## config.mk

```make
export PLATFORM = sky130hd
export DESIGN_NAME = cal_seq_ctrl
export DESIGN_NICKNAME = d
export VERILOG_FILES = /design/src/rtl/cal_seq_ctrl.sv
export SDC_FILE = /design/constraint.sdc
export NUM_CORES = 1
export LEC_CHECK = 0
export CORE_ASPECT_RATIO = 0.8
export CORE_UTILIZATION = 40
export CTS_CLUSTER_SIZE = 24
export DETAILED_ROUTE_END_ITERATION = 12
export GPL_ROUTABILITY_DRIVEN = 0
export PLACE_DENSITY = 0.63
export SYNTH_ARGS = -nofsm -noshare
export SYNTH_HDL_FRONTEND = slang
export SYNTH_SLANG_ARGS = --single-unit
```

## constraint.sdc

```tcl
create_clock -name clk -period 5.55 [get_ports clk]
set_clock_uncertainty 0.2 [all_clocks]
set_input_delay 1.11 -clock clk [delete_from_list [all_inputs] [get_ports clk]]
set_output_delay 1.11 -clock clk [all_outputs]
set_load 0.01 [all_outputs]
```

## src/rtl/cal_seq_ctrl.sv

```systemverilog
// Sequencer for the two-operand pushbutton calculator: collects two 2-digit
// BCD operands and an operator, computes |A op B|, converts it to 3-digit BCD
// with a fixed 8-step double-dabble, and selects the value for the display.
module cal_seq_ctrl #(
  parameter int SHOW_TIMEOUT = 0
) (
  input  logic        clk,
  input  logic        rst_n,
  input  logic        btn_plus,
  input  logic        btn_minus,
  input  logic        key_valid,
  input  logic [3:0]  key_val,
  output logic [2:0]  state,
  output logic [7:0]  op_a,
  output logic [7:0]  op_b,
  output logic        op_sub,
  output logic [11:0] result,
  output logic        neg,
  output logic        busy,
  output logic        done,
  output logic [11:0] disp_bcd,
  output logic        disp_neg
);

  typedef enum logic [2:0] {
    S_IDLE    = 3'd0,
    S_ENTER_A = 3'd1,
    S_ENTER_B = 3'd2,
    S_CALC    = 3'd3,
    S_SHOW    = 3'd4
  } state_t;

  // Timeout counter counts 0..SHOW_TIMEOUT-1 while in SHOW.
  localparam int TW = (SHOW_TIMEOUT > 1) ? $clog2(SHOW_TIMEOUT) : 1;
  localparam logic [TW-1:0] TMO_LAST = TW'((SHOW_TIMEOUT > 0) ? SHOW_TIMEOUT - 1 : 0);

  state_t state_reg, state_next;

  logic [7:0]    op_a_reg, op_b_reg;
  logic          op_sub_reg, neg_reg, done_reg;
  logic [11:0]   result_reg;
  logic [7:0]    dd_bin_reg;
  logic [11:0]   dd_bcd_reg;
  logic [2:0]    iter_reg;
  logic [TW-1:0] tmo_reg;

  // Control strobes from the FSM to the datapath
  logic a_load, a_shift, b_clear, b_shift, op_latch;
  logic calc_start, calc_step, calc_last, neg_clr, clr_all;

  logic key_ok, any_btn;
  logic [7:0]  bin_a, bin_b, mag;
  logic [11:0] bcd_adj, step_bcd;
  logic [7:0]  step_bin;

  assign key_ok  = key_valid && (key_val <= 4'd9);
  assign any_btn = btn_plus | btn_minus;

  // Operands are decimal-digit pairs; digits are always <= 9 so 8 bits suffice.
  assign bin_a = {4'h0, op_a_reg[7:4]} * 8'd10 + {4'h0, op_a_reg[3:0]};
  assign bin_b = {4'h0, op_b_reg[7:4]} * 8'd10 + {4'h0, op_b_reg[3:0]};
  assign mag   = !op_sub_reg ? (bin_a + bin_b)
               : (bin_b > bin_a) ? (bin_b - bin_a) : (bin_a - bin_b);

  // One double-dabble step: correct each nibble >= 5, then shift {bcd,bin} left.
  genvar gi;
  generate
    for (gi = 0; gi < 3; gi++) begin : g_adj
      assign bcd_adj[gi*4 +: 4] = (dd_bcd_reg[gi*4 +: 4] >= 4'd5)
                                ? dd_bcd_reg[gi*4 +: 4] + 4'd3
                                : dd_bcd_reg[gi*4 +: 4];
    end
  endgenerate
  assign step_bcd = {bcd_adj[10:0], dd_bin_reg[7]};
  assign step_bin = {dd_bin_reg[6:0], 1'b0};

  // State register
  always_ff @(posedge clk or negedge rst_n) begin
    if (!rst_n) state_reg <= S_IDLE;
    else        state_reg <= state_next;
  end

  // Next-state and control strobes; buttons take priority over keys
  always_comb begin
    state_next = state_reg;
    a_load     = 1'b0;
    a_shift    = 1'b0;
    b_clear    = 1'b0;
    b_shift    = 1'b0;
    op_latch   = 1'b0;
    calc_start = 1'b0;
    calc_step  = 1'b0;
    calc_last  = 1'b0;
    neg_clr    = 1'b0;
    clr_all    = 1'b0;
    case (state_reg)
      S_IDLE: begin
        if (key_ok) begin
          a_load     = 1'b1;
          b_clear    = 1'b1;
          state_next = S_ENTER_A;
        end
      end
      S_ENTER_A: begin
        if (any_btn) begin
          op_latch   = 1'b1;
          b_clear    = 1'b1;
          state_next = S_ENTER_B;
        end else if (key_ok) begin
          a_shift = 1'b1;
        end
      end
      S_ENTER_B: begin
        if (any_btn) begin
          calc_start = 1'b1;
          state_next = S_CALC;
        end else if (key_ok) begin
          b_shift = 1'b1;
        end
      end
      S_CALC: begin
        calc_step = 1'b1;
        if (iter_reg == 3'd7) begin
          calc_last  = 1'b1;
          state_next = S_SHOW;
        end
      end
      S_SHOW: begin
        if (any_btn) begin
          clr_all    = 1'b1;
          state_next = S_IDLE;
        end else if (key_ok) begin
          a_load     = 1'b1;
          b_clear    = 1'b1;
          neg_clr    = 1'b1;
          state_next = S_ENTER_A;
        end else if ((SHOW_TIMEOUT > 0) && (tmo_reg == TMO_LAST)) begin
          clr_all    = 1'b1;
          state_next = S_IDLE;
        end
      end
      default: state_next = S_IDLE;
    endcase
  end

  // Datapath registers driven by the control strobes
  always_ff @(posedge clk or negedge rst_n) begin
    if (!rst_n) begin
      op_a_reg   <= '0;
      op_b_reg   <= '0;
      op_sub_reg <= 1'b0;
      result_reg <= '0;
      neg_reg    <= 1'b0;
      done_reg   <= 1'b0;
      dd_bin_reg <= '0;
      dd_bcd_reg <= '0;
      iter_reg   <= '0;
      tmo_reg    <= '0;
    end else begin
      done_reg <= calc_last;
      if (a_load)       op_a_reg <= {4'h0, key_val};
      else if (a_shift) op_a_reg <= {op_a_reg[3:0], key_val};
      if (b_clear)      op_b_reg <= '0;
      else if (b_shift) op_b_reg <= {op_b_reg[3:0], key_val};
      // With both buttons pressed, '+' wins
      if (op_latch) op_sub_reg <= ~btn_plus;
      if (calc_start) begin
        dd_bin_reg <= mag;
        dd_bcd_reg <= '0;
        iter_reg   <= '0;
        neg_reg    <= op_sub_reg & (bin_b > bin_a);
      end
      if (calc_step) begin
        dd_bin_reg <= step_bin;
        dd_bcd_reg <= step_bcd;
        iter_reg   <= iter_reg + 3'd1;
      end
      // result only ever takes a fully converted value
      if (calc_last) result_reg <= step_bcd;
      if (neg_clr)   neg_reg    <= 1'b0;
      if (clr_all) begin
        op_a_reg   <= '0;
        op_b_reg   <= '0;
        op_sub_reg <= 1'b0;
        result_reg <= '0;
        neg_reg    <= 1'b0;
      end
      // Held at zero outside SHOW so it restarts on every SHOW entry
      if (state_reg == S_SHOW) tmo_reg <= tmo_reg + 1'b1;
      else                     tmo_reg <= '0;
    end
  end

  // Output mapping and display selection
  always_comb begin
    disp_bcd = 12'h000;
    case (state_reg)
      S_ENTER_A:      disp_bcd = {4'h0, op_a_reg};
      S_ENTER_B:      disp_bcd = {4'h0, op_b_reg};
      S_CALC, S_SHOW: disp_bcd = result_reg;
      default:        disp_bcd = 12'h000;
    endcase
  end

  assign state    = state_reg;
  assign op_a     = op_a_reg;
  assign op_b     = op_b_reg;
  assign op_sub   = op_sub_reg;
  assign result   = result_reg;
  assign neg      = neg_reg;
  assign busy     = (state_reg == S_CALC);
  assign done     = done_reg;
  assign disp_neg = (state_reg == S_SHOW) & neg_reg;

endmodule
```

# Word level (Yosys, flattened, before mapping)
# Cells that the tools add are included.
[word_totals] out_inout_bits=48 inputBits=9 wordCells=93 regBits=57
[classes] n_mux=45 eq_ne=8 n_reduce_logical=10 multipliers=2 add_sub_neg=9 order_cmp=5 n_bitwise=4
[op_table] op="8-bit 2-to-1 mux" count=10
[op_table] op="12-bit 2-to-1 mux" count=4
[op_table] op="12-bit case mux with 3 select lines" count=1
[op_table] op="3-bit 2-to-1 mux" count=8
[op_table] op="1-bit 2-to-1 mux" count=17
[op_table] op="8-bit by 4-bit adder with 8-bit output" count=2
[op_table] op="8-bit subtractor" count=2
[op_table] op="3-bit case mux with 5 select lines" count=1
[op_table] op="4-bit by 3-bit multiplier with 7-bit output, second input constant" count=2
[op_table] op="4-bit by 3-bit greater-or-equal comparator with 1-bit output, second input constant" count=3
[op_table] op="3-bit nonzero test" count=3
[op_table] op="4-bit by 2-bit adder with 4-bit output, second input constant" count=2
[op_table] op="8-bit adder" count=1
[op_table] op="8-bit > comparator" count=1
[op_table] op="4-bit 2-to-1 mux" count=2
[op_table] op="3-bit by 2-bit == test with 1-bit output, second input constant" count=2
[op_table] op="3-bit == test, second input constant" count=2
[op_table] op="2-bit nonzero test" count=3
[op_table] op="4-bit less-or-equal comparator, second input constant" count=1
[op_table] op="2-bit inequality test, second input constant" count=2
[op_table] op="3-bit by 1-bit adder with 3-bit output, second input constant" count=1
[op_table] op="3-bit by 2-bit adder with 3-bit output, second input constant" count=1
[op_table] op="3-bit by 1-bit == test with 1-bit output, second input constant" count=1
[op_table] op="3-bit zero test" count=1
[op_table] op="9 further kinds" count=10

# Longest topological paths before layout
# Gate-level depths: netlist (run 1).
[logic_depth] depth_word=8 mapped_depth=17

# Least setup slack after synthesis (run 1)
# Ideal clock, no wire load.
[synth_timing] path_kind="register -> register" start="reg op_b_reg[7], in the netlist op_b[7]" end="reg dd_bin_reg[7]" stages_incl_launch_ff=17 synth_period_minus_slack_ns=4.446 arrival_ns=4.115 setup_ns=0.130 required_time_ns=5.220 path_slack_ns=1.104 n_path_buf=0 path_cell_list="dfrtp_1 -> ha_1 -> ha_1 -> inv_1 -> fa_1 -> nor2_1 -> nand2_1 -> xor2_1 -> a22o_1 -> ha_1 -> or3b_1 -> a2111oi_4 -> a2111oi_2 -> or4_1 -> a31oi_1 -> xor2_1 -> o21ai_1"
[synth_via] elab_chain_cells=7 word_cells_on_any_way=10
[synth_lines] item="start, declared" line_no="39" text="logic [7:0] op_a_reg, op_b_reg;"
[synth_lines] item="start signal, assigned" line_no="164" text="else if (b_shift) op_b_reg <= {op_b_reg[3:0], key_val};"
[synth_lines] item="4-bit by 3-bit multiplier with 7-bit output (*)" line_no="61" text="assign bin_b = {4'h0, op_b_reg[7:4]} * 8'd10 + {4'h0, op_b_reg[3:0]};"
[synth_lines] item="8-bit by 4-bit adder with 8-bit output (*)" line_no="61"
[synth_lines] item="8-bit subtractor / 8-bit > comparator (equally long branches)" line_no="63" text=": (bin_b > bin_a) ? (bin_b - bin_a) : (bin_a - bin_b);"
[synth_lines] item="8-bit 2-to-1 mux" line_no="63"
[synth_lines] item="8-bit 2-to-1 mux (*)" line_no="62" text="assign mag = !op_sub_reg ? (bin_a + bin_b)"
[synth_lines] item="8-bit 2-to-1 mux (*)" line_no="167" text="if (calc_start) begin"
[synth_lines] item="8-bit 2-to-1 mux (*)" line_no="173" text="if (calc_step) begin"
[synth_lines] item="end signal, assigned" line_no="168" text="dd_bin_reg <= mag;"
[synth_lines] item="end signal, assigned" line_no="174" text="dd_bin_reg <= step_bin;"
[synth_lines] item="end, declared" line_no="42" text="logic [7:0] dd_bin_reg;"
# Mark *: on every way between the ends. The rest lies on a longest branch, timed or not. The select of a mux whose other input is x is not followed.
# A chain may end at the register's enable or synchronous reset.

# Worst setup path after layout (run 1)
[layout_timing] start="reg op_b_reg[5], in the netlist op_b[5]" end="reg dd_bin_reg[7]"
# The elaborated chain is that of the path after synthesis.

==> results of run 1 <==
[stage by stage]
stage,setup WS [ps],util,hold WS (ps),cells,cell area (µm²)
2_1_floorplan,1100,-,263,499,4350
3_3_place_gp,940,0.483,284,678,5020
3_5_place_dp,824,0.483,296,678,5020
4_1_cts,804,0.508,306,694,5290
5_1_grt,526,0.508,321,694,5290
6_report,785,0.508,307,694,5290
[kinds of logic after synthesis]
family          Yosys count  share of synthesized area
compound gates          158                      0.234
xor+xnor                 21                     0.0423
fa+ha+maj                51                      0.159
buf+inv                  64                     0.0570
flops                    57                      0.328
mux                      10                     0.0250
simple gates            138                      0.155
[path summary, 6_finish.rpt]
path	start	to	slack, ps	cells after the start
setup / recovery	op_b[5]$_DFFE_PN0P_	dd_bin_reg[7]$_DFFE_PN0P_	790	16
hold / removal	iter_reg[0]$_DFFE_PN0P_	iter_reg[0]$_DFFE_PN0P_	310	1
setup reg to reg	op_b[5]$_DFFE_PN0P_	dd_bin_reg[7]$_DFFE_PN0P_	790	16
hold reg to reg	iter_reg[0]$_DFFE_PN0P_	iter_reg[0]$_DFFE_PN0P_	310	1
max in group asynchronous	rst_n	op_a[7]$_DFFE_PN0P_	3930	2
min in group asynchronous	rst_n	result[9]$_DFFE_PN0P_	720	2
[cell type report]
| class | count | area (µm²) |
|---|---|---|
| inverter | 43 | 161 |
| clock inverter | 6 | 35.0 |
| tap | 140 | 175 |
| clock buffer | 10 | 229 |
| fill | 1025 | 5120 |
| timing repair buffer | 60 | 586 |
| multi-input combinational | 378 | 2670 |
| sequential | 57 | 1430 |
[cell usage after synthesis, types with 10 or more instances]
cell type,n
xnor2_1,14
clkbuf_1,18
nand2_1,48
a22oi_1,12
nor2b_1,10
dfrtp_1,57
a21oi_1,30
nand3_1,21
o21ai_0,60
nor2_1,24
ha_1,44
inv_1,43
a22o_1,11
[critical path, stage by stage (launching register included)]
cell and delay, ps:
dfrtp_1 450, ha_1 340, ha_1 210, inv_1 70
fa_1 450, nor2_1 160, nand2_1 80, xor2_1 160
a22o_1 240, ha_1 420, or3b_1 420, a2111oi_4 340
a2111oi_2 150, or4_1 480, a31oi_1 210, xor2_1 160
o21ai_1 70
[per-layer routing]
layer	share of wire	vias to the layer above	GRT usage
li1	-	1879	-
met1	0.48	1883	0.319
met2	0.45	144	0.350
met3	0.061	14	0.0401
met4	0.0087	0	0.0612
met5	0	-	0
[power by group through the flow]
| stage | clock network [mW] | registers, mW | logic (mW) |
|---|---|---|---|
| 2_1_floorplan | 0 | 0.746 | 1.28 |
| 3_3_place_gp | 0 | 0.808 | 1.88 |
| 3_5_place_dp | 0 | 0.814 | 1.91 |
| 4_1_cts | 0.498 | 0.810 | 1.93 |
| 5_1_grt | 0.517 | 0.838 | 2.15 |
| 6_report | 0.491 | 0.812 | 1.94 |
[cell usage in the layout, fill, tap and decap left out, types with 14 or more instances in the layout]
cell type | netlist | routed
dfrtp_1 | 57 | 57
inv_1 | 43 | 43
nand2_1 | 48 | 48
xnor2_1 | 14 | 14
nor2_1 | 24 | 24
ha_1 | 44 | 44
o21ai_0 | 60 | 60
clkdlybuf4s50_1 | 0 | 55
a21oi_1 | 30 | 30
nand3_1 | 21 | 21
==> metrics, run 1 <==
yosys synthesis warning count=0; kind of critical path=flop to flop; Rel. slew slack=0.323; Lkg Pwr=2.33 nW; # IOs=57; min Tclk post-route=~4800 ps; via density per instance=between 5 and 6; # DRC=0; DP Wirelength=9030 µm; RSZ-0062 raised after global routing=false; Area Overhead vs Synth=21.6%; VDD IR max=between 200 and 250 µV; Hold Buf Count CTS=0; CTS root buffer=clkbuf_16; Comb power frac=0.598; grt ovf=0; Achievable Freq=between 0.2 and 0.25 GHz; Buffers on Ports=56; Worst EP required=5530 ps; Tightest Hold Check Type=flop to flop; CTS Buf Count=9; worst skew pair latency=330 ps; power per cell area=613 nW/µm²; Mapped Cells=499; Yosys top cell area share=0.328; H-tree depth=3; DR WL/cell=~17 µm; Post-synth top flop=dfrtp_1; CP max FO=7; CP endpoint kind=flop; Max Cap Violations=0; CP arrival=4740 ps; count of pins over their slew limit=0; cell taking the most area after synthesis=dfrtp_1; first-pass GRT wire length=19900 µm; initial antenna violation count=0; Vert. Die Dim=95.2 µm; clock power share=0.151; setup violators final=0; #FFs+latches synth=57; Fin. Hold Viols=0; CTS tree=done; GRT Total Usage=0.224; NetSw=roughly 1.5 mW; Die Wd=119 µm; Site Rows=33; post-synthesis async set-or-reset flop share=1.00; post-synth net total=between 500 and 600; initial drt markers=206; DRT Pass-1 Iters=5; Setup TNS=0 ps; Int Pwr=1.75 mW; Synth Cell Area=4350 µm²; share of cells above drive strength 1=0.0560; Routed Antenna Nets=0; diodes inserted=0; TritonCTS sink count=57; routed via count=between 3000 and 4000; Worst-path clk slew=50 ps; synth unique cells=52; Routed WL=roughly 12000 µm; Design Power=between 3 and 4 mW; Resize count post-CTS=0; vias in the first global route=3859; Worst-Margin Slew=~1000 ps; final net count=609; Longest Clk Path Bufs=2; Core ar.=roughly 10000 µm²; status=finished, final reports clean; Sequential Power Share=0.250; Sw Share=0.461; Startpoint Class=flop; maximum number of pins on one net before global-route repair=58; Syn Area/Cell=8.71 µm²; sequential fraction of the synthesis area=0.328; top area cells in the synthesized netlist=dfrtp_1 33%, ha_1 13%, o21ai_0 6.9%; final period utilization=0.859; post-CTS setup buffer count=0; Post-synth EDFFs=0; die area=11300 µm²; initial core utilization=0.418
No activity file was read; power rests on OpenSTA's default activity.
==> run 2, diff against run 1 <==
CORE_UTILIZATION = 56   (was 40)
GPL_ROUTABILITY_DRIVEN = not set   (was 0)
PLACE_DENSITY = 0.83   (was 0.63)
==> metrics, run 2 (synthesis results as in run 1) <==
status=finished, final reports clean (unchanged); CTS tree=done (unchanged); share of cells above drive strength 1=0.0560 (unchanged); min Tclk post-route=4790 ps (was 4760 ps); Hold Buf Count CTS=0 (unchanged); diodes inserted=0 (unchanged); DRT Pass-1 Iters=5 (unchanged); initial core utilization=0.582 (was 0.418); Design Power=3.15 mW (was 3.24 mW); worst skew pair latency=350 ps (was 330 ps); Longest Clk Path Bufs=2 (unchanged); grt ovf=0 (unchanged); Comb power frac=0.619 (was 0.598); Area Overhead vs Synth=19.0% (was 21.6%); Worst-path clk slew=70 ps (was 50 ps); Tightest Hold Check Type=flop to flop (unchanged); CP arrival=4790 ps (was 4740 ps); power per cell area=609 nW/µm² (was 613 nW/µm²); Worst-Margin Slew=1040 ps (was 1010 ps); Sequential Power Share=0.256 (was 0.250); FF+latch area=1430 µm² (unchanged); Routed WL=11800 µm (was 12000 µm); Sw Share=0.470 (was 0.461); CTS root buffer=clkbuf_8 (was clkbuf_16); area post-placement=4980 µm² (was 5020 µm²); Site Rows=28 (was 33); # DRC=0 (unchanged); die area=8120 µm² (was 11300 µm²); DR WL/cell=17.9 µm (was 17.3 µm); Lkg Pwr=2.30 nW (was 2.33 nW); Buffers on Ports=56 (unchanged); Resize count post-CTS=0 (unchanged); CTS Buf Count=9 (unchanged); fin area=5170 µm² (was 5290 µm²); CP max FO=7 (unchanged); setup violators final=0 (unchanged); Setup TNS=0 ps (unchanged); TritonCTS sink count=57 (unchanged); Final Util=0.693 (was 0.508); final period utilization=0.863 (was 0.859); clock power share=0.125 (was 0.151); Achievable Freq=0.209 GHz (was 0.210 GHz); initial antenna violation count=0 (unchanged); H-tree depth=3 (unchanged); VDD IR max=331 µV (was 234 µV); vias in the first global route=3762 (was 3859); Vert. Die Dim=80.8 µm (was 95.2 µm); via density per instance=5.98 (was 5.65); fillcell total=576 (was 1025); routed via count=3942 (was 3920); count of pins over their slew limit=0 (unchanged); Startpoint Class=flop (unchanged); GRT Total Usage=0.312 (was 0.224); final worst slack=761 ps (was 785 ps); most common cell after layout, fill and taps aside=o21ai_0 (unchanged); Int Pwr=1.67 mW (was 1.75 mW); GP Congestion=0.869; CP endpoint kind=flop (unchanged); post-CTS setup buffer count=0 (unchanged); DP Wirelength=8670 µm (was 9030 µm); initial drt markers=392 (was 206); first-pass GRT wire length=19400 µm (was 19900 µm); # IOs=57 (unchanged); most frequent cells in the layout=60 x o21ai_0, 57 x dfrtp_1, 55 x clkdlybuf4s50_1 (unchanged); met3 Usage GRT=0.0826 (was 0.0401); Rel. slew slack=0.303 (was 0.323); NetSw=1.48 mW (was 1.49 mW); Core ar.=7460 µm² (was 10400 µm²); maximum number of pins on one net before global-route repair=58 (unchanged); Routed Antenna Nets=0 (unchanged); met2 usage in global routing=0.458 (was 0.350); Multi-input gate area=2670 µm² (unchanged); grt met1 use=0.451 (was 0.319); kind of critical path=flop to flop (unchanged); Max Cap Violations=0 (unchanged); RSZ-0062 raised after global routing=false (unchanged); Fin. Hold Viols=0 (unchanged); final net count=609 (unchanged); pre-CTS setup slack=816 ps (was 824 ps); Worst EP required=5550 ps (was 5530 ps); global routing's busiest layer=met2 (unchanged); Die Wd=101 µm (was 119 µm)
run 2: cell types whose count changed in the layout (fill, tap and decap cells not counted):
| cell | delta |
|---|---|
| clkbuf_16 | -9 |
| bufinv_16 | +1 |
| clkbuf_8 | +10 |
| clkinv_2 | -2 |
run 2: metrics by stage:
stage	hold slack, ps	std cells
floorplan	263	499
global placement	283	643
detailed placement	291	643
CTS	306	659
global route	337	659
finish	303	659
run 2: path summary, 6_finish.rpt:
check                                     startpoint                          to  cells past startpoint  slack, ps
max                              op_b[7]$_DFFE_PN0P_   dd_bin_reg[7]$_DFFE_PN0P_                     16        760
min                        dd_bcd_reg[9]$_DFFE_PN0P_   dd_bcd_reg[9]$_DFFE_PN0P_                      2        300
max reg2reg                      op_b[7]$_DFFE_PN0P_   dd_bin_reg[7]$_DFFE_PN0P_                     16        760
min reg2reg                dd_bcd_reg[9]$_DFFE_PN0P_   dd_bcd_reg[9]$_DFFE_PN0P_                      2        300
max in group asynchronous                      rst_n         op_a[6]$_DFFE_PN0P_                      2       3970
min in group asynchronous                      rst_n  dd_bcd_reg[11]$_DFFE_PN0P_                      2        690
run 2: critical path, stage by stage, from the launching register on:
cell       delay, ps
dfrtp_1          470
ha_1             310
ha_1             210
inv_1             70
fa_1             450
nor2_1           190
nand2_1          110
xor2_1           170
a22o_1           240
ha_1             410
or3b_1           410
a2111oi_4        340
a2111oi_2        130
or4_1            480
a31oi_1          200
xor2_1           170
o21ai_1           70
run 2: metal layers:
layer	share of wire	up-vias
met1	0.47	1891
met5	0	-
met4	0.013	0
met2	0.44	161
li1	-	1874
met3	0.082	16
run 2: power groups by stage:
stage               clock, mW  sequential [mW]  combinational, mW
floorplan                   0            0.746               1.28
global placement            0            0.799               1.88
detailed placement          0            0.805               1.91
CTS                     0.395            0.800               1.93
global route            0.415            0.830               2.15
finish                  0.393            0.806               1.95
run 2: final cells by class:
| class | count | area share |
|---|---|---|
| clock buffers | 11 | 0.0273 |
| clock inverters | 5 | 0.0106 |
| inverters | 43 | 0.0312 |
| multi-input cells | 378 | 0.517 |
| flip-flops and latches | 57 | 0.276 |
| well taps | 105 | 0.0254 |
| repair buffers | 60 | 0.113 |
==> run 3, diff against run 2 <==
clock period = 4.5 ns   (was 5.55 ns; I/O delays follow)
==> metrics, run 3 (synthesis results as in run 1) <==
GRT Total Usage=0.319 (was 0.312); Site Rows=28 (unchanged); diodes inserted=0 (unchanged); most common cell after layout, fill and taps aside=o21ai_0 (unchanged); share of cells above drive strength 1=0.0946 (was 0.0560); grt ovf=0 (unchanged); Hold Buf Count CTS=0 (unchanged); DRT Pass-1 Iters=5 (unchanged); min Tclk post-route=4390 ps (was 4790 ps); Slowest cell on crit path=fa_2 (was or4_1); Fin. Hold Viols=0 (unchanged); status=finished, final reports clean (unchanged); Tightest Hold Check Type=flop to flop (unchanged); routed via count=4095 (was 3942); Multi-input gate area=2700 µm² (was 2670 µm²); count of pins over their slew limit=0 (unchanged); initial drt markers=393 (was 392); H-tree depth=3 (unchanged); FF+latch area=1430 µm² (unchanged); TritonCTS sink count=57 (unchanged); path length in cells of the critical path=14 (was 16); Lkg Pwr=2.38 nW (was 2.30 nW); Routed WL=12400 µm (was 11800 µm); CP arrival=4400 ps (was 4790 ps); maximum number of pins on one net before global-route repair=33 (was 58); CTS tree=done (unchanged); worst skew pair latency=350 ps (about the same); DP Wirelength=9120 µm (was 8670 µm); initial core utilization=0.582 (unchanged); cells on worst reg2reg path=14 (was 16); Vert. Die Dim=80.8 µm (unchanged); # DRC=0 (unchanged); CP max FO=4 (was 7); initial antenna violation count=0 (unchanged); final period utilization=0.974 (was 0.863); die area=8120 µm² (unchanged); power per cell area=749 nW/µm² (was 609 nW/µm²); CTS Buf Count=9 (unchanged); Worst EP required=4510 ps (was 5550 ps); Startpoint Class=flop (unchanged); most frequent cells in the layout=58 x o21ai_0, 57 x dfrtp_1, 55 x clkdlybuf4s50_1 (was 60 x o21ai_0, 57 x dfrtp_1, 55 x clkdlybuf4s50_1); GP Congestion=0.912 (was 0.869); CTS root buffer=clkbuf_8 (unchanged); setup violators final=0 (unchanged); Worst Path Buf+Inv=1 (unchanged); CP endpoint kind=flop (unchanged); DR WL/cell=18.4 µm (was 17.9 µm); Final Util=0.714 (was 0.693); Worst-Margin Slew=1040 ps (about the same); Routed Antenna Nets=0 (unchanged); Post-Place Cells=657 (was 643); VDD IR max=443 µV (was 331 µV); first-pass GRT wire length=19600 µm (was 19400 µm); kind of critical path=flop to flop (unchanged); Post-Layout Cell Count=676 (was 659); Max Cap Violations=0 (unchanged); # IOs=57 (unchanged); final net count=626 (was 609); Area Overhead vs Synth=22.6% (was 19.0%); vias in the first global route=3927 (was 3762); Die Wd=101 µm (unchanged); family with the most delay on the worst path=adder cells (unchanged); Achievable Freq=0.228 GHz (was 0.209 GHz); Hold Path Stages=1 (was 2); Worst-path clk slew=70 ps (about the same); fillcell total=555 (was 576); Core ar.=7460 µm² (unchanged); Rel. slew slack=0.302 (was 0.303); Buffers on Ports=56 (unchanged); Longest Clk Path Bufs=2 (unchanged); via density per instance=6.06 (was 5.98); slowest cell delay on critical path=490 ps (was 480 ps); cell chain of the critical path=ha_1, ha_2, inv_1, fa_2, nor3b_1, xor2_1, ha_1, or3b_4, a2111oi_4, a2111oi_2, or4_1, a31oi_1, xor2_1, o21ai_1 (was ha_1, ha_1, inv_1, fa_1, nor2_1, nand2_1, xor2_1, a22o_1, ha_1, or3b_1, a2111oi_4, a2111oi_2, or4_1, a31oi_1, xor2_1, o21ai_1)
-- run 3: layer usage --
metal	global-route usage	share of wire	wire, µm
met1	0.445	0.44	5450
met2	0.495	0.46	5690
met3	0.0775	0.084	1050
met4	0.0957	0.018	218
met5	0	0	0
-- run 3: what timing repair did --
action	CTS	global route
endpoints found under the setup margin	0	6
setup buffers	0	3
resized for setup	0	9
-- run 3: through the flow --
stage,hold slack [ps],TNS (ps),power (mW),area (µm²),worst slack [ps]
6_report,302,0,3.99,5330,115
5_1_grt,335,-17.2,4.27,5330,-14.9
4_1_cts,309,0,3.93,5280,34.2
3_5_place_dp,297,0,3.42,5080,41.2
3_3_place_gp,284,0,3.36,5080,167
2_1_floorplan,263,0,2.50,4350,54.5
-- run 3: where the power goes --
part | switching (mW) | internal, mW | leakage [nW]
Sequential | 0.231 | 0.713 | 0.730
Clock | 0.218 | 0.269 | 0.0953
Combinational | 1.42 | 1.14 | 1.56
Total | 1.87 | 2.12 | 2.38
-- run 3: area by class of cell --
cell class / instances / area share
inverters: 43 / 0.0303
flip-flops and latches: 57 / 0.268
clock buffers: 11 / 0.0265
repair buffers: 77 / 0.134
multi-input cells: 378 / 0.507
well taps: 105 / 0.0247
clock inverters: 5 / 0.0103
-- run 3: final timing paths --
| kind | slack [ps] | to | startpoint |
|---|---|---|---|
| setup / recovery | 110 | dd_bin_reg[7]$_DFFE_PN0P_ | op_b[5]$_DFFE_PN0P_ |
| hold / removal | 300 | iter_reg[0]$_DFFE_PN0P_ | iter_reg[0]$_DFFE_PN0P_ |
| setup reg to reg | 110 | dd_bin_reg[7]$_DFFE_PN0P_ | op_b[5]$_DFFE_PN0P_ |
| hold reg to reg | 300 | iter_reg[0]$_DFFE_PN0P_ | iter_reg[0]$_DFFE_PN0P_ |
| max in group asynchronous | 2910 | op_a[6]$_DFFE_PN0P_ | rst_n |
| min in group asynchronous | 340 | dd_bin_reg[7]$_DFFE_PN0P_ | rst_n |
